===== config.mk =====
export PLATFORM = sky130hd
export DESIGN_NAME = mult_8x8_acc_stage
export DESIGN_NICKNAME = d
export VERILOG_FILES = /design/src/rtl/mult_acc_pkg.sv /design/src/rtl/mult_8x8_acc_stage.sv
export SDC_FILE = /design/constraint.sdc
export NUM_CORES = 1
export LEC_CHECK = 0
export CAP_MARGIN = 40
export CORE_MARGIN = 10
export CORE_UTILIZATION = 28
export DETAILED_ROUTE_END_ITERATION = 10
export PLACE_DENSITY_LB_ADDON = 0.05
export SYNTH_ARGS = -nofsm -noshare
export SYNTH_HDL_FRONTEND = slang
export SYNTH_SLANG_ARGS = --single-unit

===== constraint.sdc =====
create_clock -name clk -period 2.1 [get_ports clk]
set_input_delay 0.315 -clock clk [delete_from_list [all_inputs] [get_ports clk]]
set_output_delay 0.315 -clock clk [all_outputs]
set_load 0.03 [all_outputs]

===== src/rtl/mult_acc_pkg.sv =====
// Shared types and defaults for the product accumulation stage.
// CNT_W is derived so a counter can hold MAX_LEN itself, not just MAX_LEN-1.
package mult_acc_pkg;

    typedef enum logic [1:0] {
        IDLE  = 2'd0,
        ACCUM = 2'd1,
        HOLD  = 2'd2
    } state_t;

    localparam int PROD_W_D  = 16;
    localparam int ACC_W_D   = 24;
    localparam int MAX_LEN_D = 256;

    function automatic int cnt_w(input int max_len);
        return $clog2(max_len + 1);
    endfunction

endpackage


===== src/rtl/mult_8x8_acc_stage.sv =====
// Sums groups of multiplier products and presents each sum with its beat count.
// A group closes on prod_last or after MAX_LEN beats; the result is held until taken.
module mult_8x8_acc_stage
    import mult_acc_pkg::*;
#(
    parameter int PROD_W  = PROD_W_D,
    parameter int ACC_W   = ACC_W_D,
    parameter int MAX_LEN = MAX_LEN_D,
    parameter int CNT_W   = cnt_w(MAX_LEN)
) (
    input  logic              clk,
    input  logic              rst_n,
    input  logic              prod_valid,
    output logic              prod_ready,
    input  logic [PROD_W-1:0] prod_data,
    input  logic              prod_last,
    output logic              out_valid,
    input  logic              out_ready,
    output logic [ACC_W-1:0]  out_sum,
    output logic [CNT_W-1:0]  out_count,
    output logic              out_ovf,
    output logic              out_forced
);

    state_t           state;
    logic [ACC_W-1:0] acc;
    logic [CNT_W-1:0] cnt;
    logic             ovf;
    logic             forced;

    logic             beat;
    logic [ACC_W:0]   sum_c;
    logic [CNT_W-1:0] cnt_inc;
    logic             at_max;

    assign beat    = prod_valid & prod_ready;
    assign sum_c   = {1'b0, acc} + (ACC_W+1)'(prod_data);
    assign cnt_inc = cnt + 1'b1;
    assign at_max  = (cnt_inc == CNT_W'(MAX_LEN));

    // Result fields come straight from the group registers, which freeze in HOLD.
    assign out_valid  = (state == HOLD);
    assign out_sum    = acc;
    assign out_count  = cnt;
    assign out_ovf    = ovf;
    assign out_forced = forced;

    always_ff @(posedge clk) begin
        if (!rst_n) begin
            state      <= IDLE;
            acc        <= '0;
            cnt        <= '0;
            ovf        <= 1'b0;
            forced     <= 1'b0;
            prod_ready <= 1'b0;
        end else begin
            case (state)
                IDLE: begin
                    prod_ready <= 1'b1;
                    if (beat) begin
                        acc <= ACC_W'(prod_data);
                        cnt <= CNT_W'(1);
                        ovf <= 1'b0;
                        if (prod_last || MAX_LEN == 1) begin
                            state      <= HOLD;
                            prod_ready <= 1'b0;
                            forced     <= ~prod_last;
                        end else begin
                            state <= ACCUM;
                        end
                    end
                end
                ACCUM: begin
                    if (beat) begin
                        acc <= sum_c[ACC_W-1:0];
                        cnt <= cnt_inc;
                        ovf <= ovf | sum_c[ACC_W];
                        // prod_last wins over the length limit when both hit together
                        if (prod_last || at_max) begin
                            state      <= HOLD;
                            prod_ready <= 1'b0;
                            forced     <= ~prod_last;
                        end
                    end
                end
                HOLD: begin
                    if (out_ready) begin
                        state      <= IDLE;
                        prod_ready <= 1'b1;
                    end
                end
                default: begin
                    state      <= IDLE;
                    prod_ready <= 1'b0;
                end
            endcase
        end
    end

endmodule

Word level (Yosys, flattened, before mapping)
Cells that the tools add are included.
{ "op_classes": {"reduce_logical": 7, "addsub": 2, "mux": 26, "bitwise": 3, "n_eq_ne": 8} }
{ "op_table": {"columns": ["op", "count"], "rows": [
  ["$mux 24", 2],
  ["$pmux 24 s2", 1],
  ["$add 24x16->25", 1],
  ["$mux 9", 2],
  ["$pmux 9 s2", 1],
  ["$mux 1", 11],
  ["$mux 2", 5],
  ["$add 9x1->9 const B", 1],
  ["$eq 9x9->1 const B", 1],
  ["$ne 2x2->1 const B", 4],
  ["$pmux 2 s3", 1],
  ["$reduce_and 3->1", 2],
  ["$reduce_and 5->1", 1],
  ["$pmux 1 s2", 2],
  ["$reduce_and 4->1", 1],
  ["$pmux 1 s3", 1],
  ["$eq 2x1->1 const B", 1],
  ["$eq 2x2->1 const B", 1],
  ["$logic_not 2->1", 1],
  ["$ne 2x1->1 const B", 1],
  ["$reduce_bool 2->1", 1],
  ["$and 1x1->1", 1],
  ["$logic_or 1x1->1", 1],
  ["$not 1->1", 1],
  ["$or 1x1->1", 1]
]} }
{ "totals": {"reg_bits": 38, "input_bits": 21, "word_cells": 52, "output_inout_bits": 37} }

Depth between registers and ports, before layout
Gate-level depths: netlist of the first run.
{ "logic_depth": {"depth_word": 6, "mapped_depth": 9, "depth_no_buf": 9} }

Least setup slack after synthesis of the first run
Ideal clock, no wire load.
{ "synth_timing": {"path_type": "reg-to-reg", "startpoint": "register acc[0], in the netlist out_sum[0]", "endpoint": "register acc[22], in the netlist out_sum[22]", "path_buffers": 0, "setup_time_ps": 72, "arrival_time_ps": 2483, "setup_slack_ps": -455, "path_stages_with_launch": 10, "t_required_ps": 2028, "synth_period_minus_slack_ps": 2555, "path_cell_list": "dfxtp_1 ha_1 inv_1 fa_1 and2b_1 o2111ai_2 a31oi_4 a21oi_2 or4_1 a21oi_1"} }
{ "synth_via": {"elab_chain_len": 3} }
{ "synth_lines": {"columns": ["item", "line_no", "rtl"], "rows": [
  ["from (decl)", "mult_8x8_acc_stage.sv:26", "logic [ACC_W-1:0] acc;"],
  ["from (signal assigned)", "mult_8x8_acc_stage.sv:61", "acc <= ACC_W'(prod_data);"],
  ["from (signal assigned)", "mult_8x8_acc_stage.sv:75", "acc <= sum_c[ACC_W-1:0];"],
  ["$add 24x16->25", "mult_8x8_acc_stage.sv:37", "assign sum_c = {1'b0, acc} + (ACC_W+1)'(prod_data);"],
  ["$mux 24", "mult_8x8_acc_stage.sv:74", "if (beat) begin"],
  ["$pmux 24 s2", "mult_8x8_acc_stage.sv:57", "case (state)"]
]} }
Every way passes these cells. The select of a mux whose other input is x is not followed.
A chain may end at the register's enable or synchronous reset.

Worst setup path after layout of the first run
{ "layout_timing": {"startpoint": "register acc[0], in the netlist out_sum[0]", "endpoint": "register acc[20], in the netlist out_sum[20]"} }
The elaborated chain is that of the path after synthesis.

==> impl_summary.log, run 1 <==
INFO  metric chipHeight = 120 um
INFO  metric cts_tree = done
INFO  metric num_rows = 36
INFO  metric grt_setup_unrepaired = yes
INFO  metric buffer_levels_on_the_longest_clock_path = 2
INFO  metric route.detailed.wl_per_inst = 15.1 um
INFO  metric synth_enable_flop_cells = 0
INFO  metric grt-ovfl-total = 0
INFO  metric hold-path-cell-count = 3
INFO  metric synth.net_count = 409
INFO  metric grt_pass1_wl = 16400 um
INFO  metric critical_path_buffer_and_inverter_count = 2
INFO  metric max_stage_delay = 0.37 ns
INFO  metric syn-cell-area = 2780 um^2
INFO  metric num_io_pins = 58
INFO  metric viasPerCell = just under 5
INFO  metric timing.max_cap.violations = 0
INFO  metric run_status = complete, but fails checks
INFO  metric post-layout-total-power = 2.54 mW
INFO  metric grt_antenna_before_repair = 0
INFO  metric power_leakage = approximately 1.8 nW
INFO  metric die_area = roughly 14000 um^2
INFO  metric detail_route.first_pass.iterations = 6
INFO  metric synth.largest_area_cell = sky130_fd_sc_hd__dfxtp_1
INFO  metric synthesis.area_per_instance = 7.54 um^2
INFO  metric routed_wirelength = 9630 um
INFO  metric num_antenna_cells = 0
INFO  metric die_x = 120 um
INFO  metric initial_utilization = 0.286
INFO  metric hp-class = in -> reg
INFO  metric violations = setup timing
INFO  metric worst_hold_slack = 0.418 ns
INFO  metric yosys-top-cells-area = sky130_fd_sc_hd__dfxtp_1, sky130_fd_sc_hd__ha_1, sky130_fd_sc_hd__a21oi_1, sky130_fd_sc_hd__nand2_1, sky130_fd_sc_hd__nor2_1
INFO  metric ir_drop = 0.365 mV
INFO  metric tightestPinTransition = a little over 0.4 ns
INFO  metric synth_seq_area_share = 0.273
INFO  metric ctsHoldBuffers = 0
INFO  metric detailed_place_hpwl = 7320 um
INFO  metric maximum_clock_rate = 445 MHz
INFO  metric synth_warnings = 0
INFO  metric crit_path_cell_trace = ha_4 -> inv_2 -> fa_2 -> and2b_2 -> o2111ai_4 -> a31oi_4 -> buf_4 -> a21oi_4 -> or3b_1 -> a21oi_1
INFO  metric numPlacedInstances = 624
INFO  metric report.final.hold_viol_count = 0
INFO  metric globalplace.congestion = 0.797
INFO  metric crit_path_start_kind = register
INFO  metric finalCriticalPeriod = 2.25 ns
INFO  metric synthFlopType = sky130_fd_sc_hd__dfxtp_1
INFO  metric slew_violations = 0
INFO  metric layoutNonFillerInstCount = around 640
INFO  metric detail-route-antenna-nets = 0
INFO  metric timing.critical_path.fanout_max = 4
INFO  metric gr-usage-all-layers = 0.134
INFO  metric post_route_cells_drive_above_1_share = 0.285
INFO  metric synth-seq-cells = 38
INFO  metric power_density = 555 nW/um^2
INFO  metric postLayoutSetupSlackWorst = -0.147 ns
INFO  metric rel_slew_slack = 0.721
INFO  metric grt_start_max_net_pins = 17
INFO  metric top_family_by_delay_on_critical_path = simple AND/OR/NAND/NOR gates
INFO  metric layout.cells.most_common_list = sky130_fd_sc_hd__buf_4, sky130_fd_sc_hd__clkdlybuf4s50_1, sky130_fd_sc_hd__nand2_1
INFO  metric detail_route.drc_violations = 0
INFO  metric r2r_cells = 10
INFO  metric n_fill_cell = slightly below 1000
INFO  metric setup.worst_path.end_class = register
INFO  metric mostFrequentLayoutCell = sky130_fd_sc_hd__buf_4
INFO  metric synthCells = 369
INFO  metric clock_tree.root_cell = sky130_fd_sc_hd__clkbuf_8
INFO  metric drt_first_iter_violations = 175
INFO  metric grt_pass1_vias = approximately 3300
INFO  metric syn2layout_area_growth = 64.5%
INFO  metric timing.clock.skew = 0.0139 ns
INFO  metric worst_ep_arrival_time = 2.48 ns
INFO  metric cp.depth = 10
INFO  metric core = 9730 um^2
INFO  metric worst_ep_required_time = ~2.3 ns
INFO  metric numCtsBuffers = 5
INFO  metric vias = 3174
INFO  metric fin_nets = 544
INFO  metric synth_async_sr_flop_share = 0
INFO  metric worstSkewPairLatency = 0.30 ns
INFO  metric finalSetupViolations = 12
INFO  metric slowest_cp_cell = sky130_fd_sc_hd__dfxtp_4
INFO  metric numClockSinks = 38
INFO  metric clk_pin_slew_worst_paths = 0.09 ns
INFO  metric crit_type = reg -> reg
INFO  metric total_number_of_h_tree_levels = 2
INFO  metric crit_share_post_route = 1.07
INFO  metric synth_top_area_share = 0.273
INFO  metric placement.io_buffers = between 50 and 60
INFO  metric post_synth_num_cell_types = 57
worst min-delay path, stage by stage:
cell and delay, ns:
sky130_fd_sc_hd__dlymetal6s2s_1 0.14, sky130_fd_sc_hd__mux2i_1 0.09, sky130_fd_sc_hd__a21oi_1 0.13
cells by family after synthesis:
family	count (synthesis)	share of synthesized area
and+or+nand+nor	143	0.243
AOI/OAI and AO/OA	121	0.289
DFF	38	0.273
buffers and inverters	28	0.0395
adders and majority gates	19	0.0881
xor gates and xnor gates	12	0.0378
muxes	8	0.0288
layer usage:
| metal | track usage | up-vias | routed length [um] |
|---|---|---|---|
| met2 | 0.217 | 63 | 4390 |
| met4 | 0.0354 | 0 | 57 |
| met1 | 0.177 | 1469 | 4720 |
| li1 | - | 1638 | - |
| met3 | 0.0300 | 4 | 462 |
| met5 | 0 | - | 0 |
Yosys cell counts (2+ instances only):
master	number
sky130_fd_sc_hd__buf_1	3
sky130_fd_sc_hd__nor2b_1	5
sky130_fd_sc_hd__o21ai_1	4
sky130_fd_sc_hd__buf_2	4
sky130_fd_sc_hd__nand3_1	17
sky130_fd_sc_hd__o221ai_1	4
sky130_fd_sc_hd__o21ai_0	20
sky130_fd_sc_hd__nor3_1	11
sky130_fd_sc_hd__nand2_1	40
sky130_fd_sc_hd__mux2i_1	8
sky130_fd_sc_hd__a211oi_2	2
sky130_fd_sc_hd__nor2_1	38
sky130_fd_sc_hd__inv_1	11
sky130_fd_sc_hd__a211o_1	3
sky130_fd_sc_hd__a31oi_1	6
sky130_fd_sc_hd__and3_1	4
sky130_fd_sc_hd__xor2_1	5
sky130_fd_sc_hd__a41o_1	4
sky130_fd_sc_hd__nor3b_1	2
sky130_fd_sc_hd__or3_1	8
sky130_fd_sc_hd__nor4_1	3
sky130_fd_sc_hd__ha_1	18
sky130_fd_sc_hd__nand4_1	4
sky130_fd_sc_hd__o211ai_1	6
sky130_fd_sc_hd__a211oi_1	6
sky130_fd_sc_hd__xnor2_1	7
sky130_fd_sc_hd__o21a_1	7
sky130_fd_sc_hd__a21oi_1	42
sky130_fd_sc_hd__o31ai_1	2
sky130_fd_sc_hd__nand2b_1	3
sky130_fd_sc_hd__dfxtp_1	38
sky130_fd_sc_hd__clkbuf_1	9
what timing repair did:
action / in CTS / in global routing
pin swaps: 11 / 13
buffers inserted: 4 / 2
resized for setup: 27 / 26
endpoints found under the setup margin: 16 / 21
registers in the layout, summed over array words and instances, names as in the netlist:
signal,count
out_sum,24
out_ovf,1
state,2
out_forced,1
prod_ready,1
out_count,9
final cells by class:
| cell class | instances | area [um^2] | area share |
|---|---|---|---|
| clock buffer | 6 | 82.6 | 0.0180 |
| clock inverter | 2 | 60.1 | 0.0131 |
| inverter | 12 | 45.0 | 0.00983 |
| multi-input combinational | 303 | 2210 | 0.482 |
| sequential | 38 | 771 | 0.168 |
| tap | 133 | 166 | 0.0363 |
| timing repair buffer | 144 | 1250 | 0.273 |
worst paths after layout:
kind / from / to / slack [ns]
setup / recovery: out_sum[0] / out_sum[20] / -0.15
hold reg to reg: out_sum[11] / out_sum[11] / 0.48
setup reg to reg: out_sum[0] / out_sum[20] / -0.15
hold / removal: prod_data[6] / out_sum[6] / 0.42
power by group:
part,switching [mW],internal [mW],leakage (nW)
combinational,0.478,0.455,1.42
clock,0.303,0.508,0.0714
sequential,0.0397,0.757,0.312
stage by stage:
| step | cell area (um^2) | utilization | setup TNS (ns) | setup slack (ns) |
|---|---|---|---|---|
| finish | 4580 | 0.471 | -0.872 | -0.147 |
| global route | 4580 | 0.471 | -2.55 | -0.243 |
| floorplan | 2810 | - | -0.481 | -0.170 |
| CTS | 4420 | 0.454 | -0.758 | -0.135 |
| detailed placement | 4100 | 0.422 | -9.76 | -0.687 |
| global placement | 4100 | 0.422 | -9.17 | -0.639 |
(Power assumes the default switching activity.)
==> inputs of run 2 (changes only) <==
--- a/config.mk
+++ b/config.mk
@@ -6,7 +6,7 @@
 export NUM_CORES = 1
 export LEC_CHECK = 0
 export CAP_MARGIN = 40
-export CORE_MARGIN = 10
+export CORE_MARGIN = 5
 export CORE_UTILIZATION = 28
 export DETAILED_ROUTE_END_ITERATION = 10
 export PLACE_DENSITY_LB_ADDON = 0.05
==> impl_summary.log, run 2 (synthesized netlist as in run 1, its figures left out) <==
INFO  metric detail-route-antenna-nets = 0 (unchanged)
INFO  metric num_antenna_cells = 0 (unchanged)
INFO  metric grt_start_max_net_pins = 23 (+6)
INFO  metric numClockSinks = 38 (unchanged)
INFO  metric postLayoutSetupSlackWorst = -0.149 ns (-0.00200 ns)
INFO  metric drt_first_iter_violations = 139 (-21%)
INFO  metric chipHeight = 110 um (-8.4%)
INFO  metric placement.io_buffers = 57 (unchanged)
INFO  metric violations = setup timing
INFO  metric initial_utilization = 0.286 (unchanged)
INFO  metric flip_flop_count_of_the_largest_register_after_layout = 24 (unchanged)
INFO  metric core = 9730 um^2 (unchanged)
INFO  metric setup.worst_path.end_class = register
INFO  metric routed_wirelength = 9430 um (-2.1%)
INFO  metric n_fill_cell = 995 (+0.40%)
INFO  metric power_leakage = 1.79 nW (-0.75%)
INFO  metric layout.cells.most_common_list = sky130_fd_sc_hd__buf_4, sky130_fd_sc_hd__clkdlybuf4s50_1, sky130_fd_sc_hd__nand2_1
INFO  metric critical_path.reg2reg.endpoint = out_sum[20]
INFO  metric tightestPinTransition = 0.412 ns (-0.00238 ns)
INFO  metric mostFrequentLayoutCell = sky130_fd_sc_hd__buf_4
INFO  metric finalSetupViolations = 8 (-4)
INFO  metric syn2layout_area_growth = 63.3%
INFO  metric total_number_of_h_tree_levels = 2 (unchanged)
INFO  metric r2r_cells = 10 (unchanged)
INFO  metric grt.met2_usage = 0.259 (+0.0424)
INFO  metric layout.core_utilization = 0.467 (-0.00360)
INFO  metric grt_antenna_before_repair = 0 (unchanged)
INFO  metric numCtsBuffers = 5 (unchanged)
INFO  metric ir_drop = 0.232 mV (-36%)
INFO  metric globalplace.congestion = 0.823 (+3.3%)
INFO  metric power_density = 507 nW/um^2 (-8.6%)
INFO  metric timing.critical_path.fanout_max = 4 (unchanged)
INFO  metric global_route.peak_usage_layer = met2
INFO  metric grtUsageMet3 = 0.0252 (-0.00476)
INFO  metric viasPerCell = 4.97 (about the same)
INFO  metric route.detailed.wl_per_inst = 14.7 um (-2.8%)
INFO  metric vias = 3196 (+0.69%)
INFO  metric rel_slew_slack = 0.722 (+0.00160)
INFO  metric grt-ovfl-total = 0 (unchanged)
INFO  metric grt_pass1_wl = 15100 um (-7.5%)
INFO  metric cts_tree = done
INFO  metric layoutNonFillerInstCount = 643 (+0.78%)
INFO  metric crit_share_post_route = 1.07 (about the same)
INFO  metric post_route_cells_drive_above_1_share = 0.292 (+0.00701)
INFO  metric detail_route.first_pass.iterations = 4 (-2)
INFO  metric slew_violations = 0 (unchanged)
INFO  metric run_status = complete, but fails checks
INFO  metric worst_ep_arrival_time = 2.49 ns (about the same)
INFO  metric crit_path_start_kind = register
INFO  metric crit_type = reg -> reg
INFO  metric ctsHoldBuffers = 0 (unchanged)
INFO  metric grt_pass1_vias = 3063 (-7.2%)
INFO  metric maximum_clock_rate = 445 MHz (about the same)
INFO  metric detailed_place_hpwl = 6850 um (-6.3%)
INFO  metric detail_route.drc_violations = 0 (unchanged)
INFO  metric timing.max_cap.violations = 0 (unchanged)
INFO  metric critical_path.endpoint = out_sum[20]
INFO  metric die_area = 12000 um^2 (-16%)
INFO  metric buffer_levels_on_the_longest_clock_path = 2 (unchanged)
INFO  metric r2r_startpoint = out_sum[0]
INFO  metric fin_nets = 549 (+0.92%)
INFO  metric hp-class = reg -> reg
INFO  metric die_x = 110 um (-8.4%)
INFO  metric ff2ff_setup_slack = -0.15 ns (about the same)
INFO  metric finalCriticalPeriod = 2.25 ns (+0.00200 ns)
INFO  metric num_rows = 36 (unchanged)
INFO  metric clk_pin_slew_worst_paths = 0.09 ns (about the same)
INFO  metric report.final.hold_viol_count = 0 (unchanged)
INFO  metric grt_setup_unrepaired = yes
INFO  metric worst_ep_required_time = 2.34 ns (about the same)
INFO  metric numPlacedInstances = 624 (unchanged)
INFO  metric grt_util_met1 = 0.219 (+0.0426)
INFO  metric num_io_pins = 58 (unchanged)
INFO  metric crit_start = out_sum[0]
INFO  metric worstSkewPairLatency = 0.30 ns (about the same)
INFO  metric gr-usage-all-layers = 0.158 (+0.0239)
INFO  metric clock_tree.root_cell = sky130_fd_sc_hd__clkbuf_8
INFO  metric timing.clock.skew = 0.0113 ns (-0.00261 ns)
-- run 2: report_power, final --
| group | internal, mW | total, mW | switching [mW] |
|---|---|---|---|
| clock network | 0.265 | 0.570 | 0.305 |
| registers | 0.757 | 0.795 | 0.0381 |
| logic | 0.460 | 0.940 | 0.480 |
-- run 2: how the worst min path moves through the flow --
stage | startpoint | endpoint | depth (start not counted)
CTS | out_ovf | out_ovf | 1
finish | out_ovf | out_ovf | 1
floorplan | prod_last | state[1] | 2
global route | out_ovf | out_ovf | 1
global placement | out_sum[8] | out_sum[8] | 2
detailed placement | out_sum[8] | out_sum[8] | 2
-- run 2: worst max-delay path, stage by stage (launching register included) --
cell and delay (ns):
sky130_fd_sc_hd__dfxtp_4 0.37, sky130_fd_sc_hd__ha_4 0.13, sky130_fd_sc_hd__inv_2 0.03, sky130_fd_sc_hd__fa_2 0.33, sky130_fd_sc_hd__and2b_2 0.25, sky130_fd_sc_hd__o2111ai_4 0.13
sky130_fd_sc_hd__a31oi_4 0.23, sky130_fd_sc_hd__buf_6 0.15, sky130_fd_sc_hd__a21oi_4 0.06, sky130_fd_sc_hd__or3b_1 0.36, sky130_fd_sc_hd__a21oi_1 0.14
-- run 2: area by class of cell --
cell class,instances,area (um^2),area share
repair buffers,149,1260,0.278
flip-flops and latches,38,771,0.170
multi-input cells,303,2200,0.485
well taps,133,166,0.0366
clock inverters,2,12.5,0.00275
clock buffers,6,82.6,0.0182
inverters,12,45.0,0.00991
-- run 2: routing by layer --
layer / wire (um) / vias up
li1: - / 1643
met1: 4660 / 1486
met2: 4310 / 55
met3: 365 / 12
met4: 95 / 0
met5: 0 / -
-- run 2: stage by stage --
| step | hold slack, ns | TNS (ns) | total power [mW] | instance area, um^2 | worst slack, ns |
|---|---|---|---|---|---|
| floorplan | 0.478 | -0.481 | 1.25 | 2810 | -0.170 |
| global placement | 0.456 | -9.23 | 1.63 | 4090 | -0.655 |
| detailed placement | 0.460 | -9.66 | 1.63 | 4090 | -0.710 |
| CTS | 0.485 | -0.880 | 2.28 | 4360 | -0.170 |
| global route | 0.513 | -1.84 | 2.45 | 4550 | -0.238 |
| finish | 0.486 | -0.810 | 2.30 | 4550 | -0.149 |
-- run 2: what timing repair did --
item | CTS | global route
resized for setup | 29 | 23
buffers inserted | 5 | 6
pin swaps | 14 | 7
endpoints found under the setup margin | 16 | 18
hold endpoints to repair | 0 | 0
